## config.mk

```make
export PLATFORM = sky130hd
export DESIGN_NAME = elevator_ctrl
export DESIGN_NICKNAME = d
export VERILOG_FILES = /design/src/rtl/elevator_pkg.sv /design/src/rtl/elevator_ctrl_cycle_timer.sv /design/src/rtl/elevator_ctrl.sv
export SDC_FILE = /design/constraint.sdc
export NUM_CORES = 1
export LEC_CHECK = 0
export CORE_MARGIN = 3
export CORE_UTILIZATION = 54
export CTS_CLUSTER_SIZE = 28
export DETAILED_ROUTE_END_ITERATION = 6
export PLACE_DENSITY = 0.74
export SLEW_MARGIN = 20
export SYNTH_ARGS = -nofsm -noshare
export SYNTH_HDL_FRONTEND = slang
export SYNTH_SLANG_ARGS = --single-unit
```

## constraint.sdc

```tcl
create_clock -name clk -period 8.8 [get_ports clk]
set_input_delay 2.64 -clock clk [delete_from_list [all_inputs] [get_ports clk]]
set_output_delay 2.64 -clock clk [all_outputs]
set_load 0.1 [all_outputs]
```

## src/rtl/elevator_pkg.sv

```systemverilog
// Shared types and request-scan helpers for the four-floor elevator controller.
package elevator_pkg;

    localparam int NUM_FLOORS = 4;

    typedef logic [1:0]            floor_t;
    typedef logic [NUM_FLOORS-1:0] floorMask_t;

    typedef enum logic [1:0] {IDLE, MOVING, DOOR_OPEN} elev_state_t;

    function automatic logic req_above(floorMask_t pending, floor_t floor);
        logic hit;
        hit = 1'b0;
        for (int i = 0; i < NUM_FLOORS; i++) begin
            if (i > int'(floor) && pending[i]) hit = 1'b1;
        end
        return hit;
    endfunction

    function automatic logic req_below(floorMask_t pending, floor_t floor);
        logic hit;
        hit = 1'b0;
        for (int i = 0; i < NUM_FLOORS; i++) begin
            if (i < int'(floor) && pending[i]) hit = 1'b1;
        end
        return hit;
    endfunction

    function automatic floorMask_t floorOneHot(floor_t floor);
        return floorMask_t'(1) << floor;
    endfunction

endpackage

```

## src/rtl/elevator_ctrl_cycle_timer.sv

```systemverilog
// Loadable down-counter shared by travel and door-dwell timing.
// done is high in the cycle the count sits at 1, so a load of N expires N edges later.
module cycle_timer #(
    parameter int WIDTH = 8
) (
    input  logic             clk,
    input  logic             rst_n,
    input  logic             load,
    input  logic [WIDTH-1:0] load_val,
    output logic             done
);

    logic [WIDTH-1:0] count;

    always_ff @(posedge clk or negedge rst_n) begin
        if (!rst_n) begin
            count <= '0;
        end else if (load) begin
            count <= load_val;
        end else if (count != '0) begin
            count <= count - WIDTH'(1);
        end
    end

    assign done = (count == WIDTH'(1));

endmodule

```

## src/rtl/elevator_ctrl.sv

```systemverilog
// Four-floor SCAN elevator controller: latches requests, steps the car one floor per
// travel period and holds the door for a dwell period. All outputs are registered.
//
//   state     | meaning
//   IDLE      | car parked, door closed, deciding what to do next
//   MOVING    | car travelling, floorSel steps on each travel-timer expiry
//   DOOR_OPEN | door open at floorSel, dwell timer running
module elevator_ctrl
    import elevator_pkg::*;
#(
    parameter int TRAVEL_CYCLES = 50_000_000,
    parameter int DOOR_CYCLES   = 100_000_000
) (
    input  logic       clk,
    input  logic       rst_n,
    input  logic [3:0] req,
    output logic [1:0] floorSel,
    output logic       door,
    output logic       moving,
    output logic       dir,
    output logic [3:0] pending
);

    localparam int MAX_CYCLES = (TRAVEL_CYCLES > DOOR_CYCLES) ? TRAVEL_CYCLES : DOOR_CYCLES;
    localparam int TW         = $clog2(MAX_CYCLES + 1);
    localparam logic [TW-1:0] TRAVEL_LOAD = TW'(TRAVEL_CYCLES);
    localparam logic [TW-1:0] DOOR_LOAD   = TW'(DOOR_CYCLES);

    elev_state_t   state, stateNext;
    floor_t        floorNext, stepFloor;
    logic          doorNext, movingNext, dirNext;
    floorMask_t    pendingNext, served;
    logic          timerLoad, timerDone;
    logic [TW-1:0] timerVal;

    cycle_timer #(.WIDTH(TW)) uTimer (
        .clk      (clk),
        .rst_n    (rst_n),
        .load     (timerLoad),
        .load_val (timerVal),
        .done     (timerDone)
    );

    always_ff @(posedge clk or negedge rst_n) begin
        if (!rst_n) begin
            state    <= IDLE;
            floorSel <= '0;
            door     <= 1'b0;
            moving   <= 1'b0;
            dir      <= 1'b1;
            pending  <= '0;
        end else begin
            state    <= stateNext;
            floorSel <= floorNext;
            door     <= doorNext;
            moving   <= movingNext;
            dir      <= dirNext;
            pending  <= pendingNext;
        end
    end

    always_comb begin
        stateNext  = state;
        floorNext  = floorSel;
        doorNext   = door;
        movingNext = moving;
        dirNext    = dir;
        served     = '0;
        timerLoad  = 1'b0;
        timerVal   = TRAVEL_LOAD;
        stepFloor  = dir ? floor_t'(floorSel + 2'd1) : floor_t'(floorSel - 2'd1);

        case (state)
            IDLE: begin
                if (pending[floorSel]) begin
                    stateNext = DOOR_OPEN;
                    doorNext  = 1'b1;
                    served    = floorOneHot(floorSel);
                    timerLoad = 1'b1;
                    timerVal  = DOOR_LOAD;
                end else if (|pending) begin
                    stateNext  = MOVING;
                    movingNext = 1'b1;
                    timerLoad  = 1'b1;
                    // Nothing ahead means everything outstanding is behind us.
                    if (dir ? !req_above(pending, floorSel) : !req_below(pending, floorSel))
                        dirNext = ~dir;
                end
            end
            MOVING: begin
                if (timerDone) begin
                    floorNext = stepFloor;
                    if (pending[stepFloor]) begin
                        stateNext  = DOOR_OPEN;
                        movingNext = 1'b0;
                        doorNext   = 1'b1;
                        served     = floorOneHot(stepFloor);
                        timerLoad  = 1'b1;
                        timerVal   = DOOR_LOAD;
                    end else if (dir ? req_above(pending, stepFloor) : req_below(pending, stepFloor)) begin
                        timerLoad = 1'b1;
                    end else begin
                        stateNext  = IDLE;
                        movingNext = 1'b0;
                    end
                end
            end
            DOOR_OPEN: begin
                // A fresh call for this floor is absorbed and restarts the dwell.
                if (req[floorSel]) begin
                    served    = floorOneHot(floorSel);
                    timerLoad = 1'b1;
                    timerVal  = DOOR_LOAD;
                end else if (timerDone) begin
                    stateNext = IDLE;
                    doorNext  = 1'b0;
                end
            end
            default: begin
                stateNext  = IDLE;
                doorNext   = 1'b0;
                movingNext = 1'b0;
            end
        endcase

        pendingNext = (pending | req) & ~served;
    end

    assertNoOvershoot: assert property (@(posedge clk) disable iff (!rst_n)
        !(state == MOVING && timerDone && ((dir && floorSel == 2'd3) || (!dir && floorSel == 2'd0))));

    assertDoorMoving: assert property (@(posedge clk) disable iff (!rst_n) !(door && moving));

endmodule
```

==> metrics.cfg <==
[floorplan]
num_io_pins = 15
die_h_um = 73.0
die_w_um = 73.0
die-area_um2 = 5330
core-area_um2 = 4170
num_rows = 23
start_util_pct = 58.1

[final_layout]
drive_gt1_share_pct = 10.3
fin_area_um2 = 2670
antenna_cells = 0
post-route-util_pct = 64.0
multi_input_area_um2 = 1390
area_growth_pct = 10.0
nFillCells = 365
seq_area_um2 = 952
nets = 286

[setup_path]
cp.buffers_inverters = 1
cpPeakStageDelay_ns = 1.22
cpMaxStageDelayCell = clkdlybuf4s50_1
startpoint_type = flip-flop
path_cells = clkdlybuf4s50_1
worstPathArrival_ns = 2.13
required_ns = 6.16
end_kind = output pin
worstRegToRegCells = 7
path_class = reg2out
cp_max_fo = 12
cp_top_family = buffers and inverters
cp.depth = 1

[synthesis]
synth_cell_types = 49
synth_top_area_share_pct = 38.2
yosysMostFrequentCell = dfrtp_1
synthAdderAreaFrac_pct = 4.64
syn_area_um2 = 2430
synth_ff_type = dfrtp_1
synth.top_cells.by_area = dfrtp_1 38%, xnor2_1 6.9%, ha_1 4.6%
synthSimpleGateAreaFrac_pct = 25.7
synth.top_cells.by_count = 37 x dfrtp_1, 23 x nand2_1, 21 x nor2_1, 19 x xnor2_1, 16 x o21ai_0
synthMuxAreaShare_pct = 4.13
netlist_instances = 260
synth_edf_count = 0
synth_compound_gate_area_share_pct = 13.3
synth_top_family_by_area = simple AND/OR/NAND/NOR gates
ys_seq_elements = 38
synth_area_leader_cell = dfrtp_1
async_flop_share_pct = 100
synth_xor_area_share_pct = 9.39
synth.yosys.seq_area_share_pct = 39.2
synth.net_count = 275
synth_area_per_cell_um2 = 9.33
yosys_warnings = 0

[detailed_routing]
wl_per_cell_um = 15.7
wirelength_mm = 5.06
vias = 1978
drt_iter0_drc = 137
vias_per_cell = 6.14
drc = 0
dr.pass1.iters = 4
drtAntennaViolNets = 0

[worst_hold_path]
hp-class = reg2reg
worstHoldPathCells = 2

[timing]
period_minus_slack_ns = 4.77
worstMarginPinSlew_ns = 0.970
max_slew_margin_pct = 35.1
period_share_pct = 54.2
fin_skew_ns = 0.00586
setup_viol_count_final = 0
hold_viol = 0
finalSetupTns_ns = 0
finalMaxSlewViolations = 0
rsz0062_at_grt = false
fmax_mhz = 210

[grt]
overflow = 0
antenna_found_initial = 0
grt_max_degree = 39
grt_first_pass_wirelength_mm = 8.83
track_usage_pct = 21.4
grt_pass1_vias = 1816

[placed_design]
dpl_cell_area_um2 = 2570
hpwl_mm = 3.56
gp_congestion = 0.862
io_buffers = 14

[run]
max_cap_violations = 0

[power_and_ir_drop]
p_per_area_nw_per_um2 = 148
vdd_drop_max_mv = 0.100
leakagePower_uw = 0.00100

[clock_tree]
post_cts_buffers = 0
cts_resized = 0
cts-buffers-inserted = 5
htree_levels = 2
clk_pin_slew_ns = 0.08
root_buffer = clkbuf_8
clock_latency_ns = 0.30
clock_sinks = 38
cts_hold_buf = 0
cts_buffer_depth = 2
cts_tree = done

[status]
status = complete, no violations

[placed cells by master (no fill, tap or decap), types with 6 or more instances in the layout]
cell type        count
a21oi_1             14
clkbuf_8             6
clkdlybuf4s50_1     13
dfrtp_1             37
ha_1                 9
inv_1                9
nand2_1             23
nor2_1              21
nor3_1              14
nor4_1              14
o21ai_0             16
xnor2_1             19
xor2_1               7
[flip-flops by register name, summed over array words and instances, names as in the netlist]
name / cells
state: 2
dir: 1
floorSel: 2
door: 1
moving: 1
pending: 4
uTimer.count: 27
[logic make-up after synthesis]
group                      Yosys count
AOI/OAI and AO/OA                   51
buffers and inverters               20
DFF                                 38
xor gates and xnor gates            26
and+or+nand+nor                    111
adders and majority gates            9
muxes                                5
[worst paths after layout]
| check | slack (ns) | startpoint | end |
|---|---|---|---|
| setup / recovery | 4.03 | floorSel[0] | floorSel[0] |
| hold reg to reg | 0.53 | uTimer.count[15] | uTimer.count[15] |
| min in group asynchronous | 2.44 | rst_n | state[0] |
| setup reg to reg | 5.38 | floorSel[0] | uTimer.count[16] |
| max in group asynchronous | 5.83 | rst_n | floorSel[1] |
| hold / removal | 0.53 | uTimer.count[15] | uTimer.count[15] |
[tightest hold or removal path: stages, from the launching register on]
cell     delay, ns
dfrtp_1       0.37
xnor2_1       0.07
nand2_1       0.05
[cell type report]
type	count	area share (%)
clock buffers	6	3.09
clock inverters	2	0.469
inverters	10	1.41
multi-input cells	202	51.9
flip-flops and latches	38	35.7
well taps	50	2.34
repair buffers	14	5.06
[metrics by stage]
step	instances	setup slack, ns	power [µW]	hold slack (ns)
after CTS	322	4.02	397	0.534
after detailed placement	314	4.18	270	0.511
final	322	4.03	395	0.533
after global routing	322	3.94	416	0.546
after global placement	314	4.22	269	0.510
after floorplan	260	4.82	252	0.480
[where the power goes]
group	switching [µW]	internal [µW]
sequential	14.8	188
clock	64.8	63.0
combinational	36.2	28.4
[metal layers]
layer | vias to the layer above | track usage, % | part of all wire [%]
met2 | 44 | 31.7 | 44
met5 | - | 0 | 0
li1 | 964 | - | -
met1 | 964 | 31.3 | 50
met4 | 0 | 6.76 | 1.4
met3 | 6 | 4.13 | 4.7
Note: power is estimated with default switching activity, not from simulation.
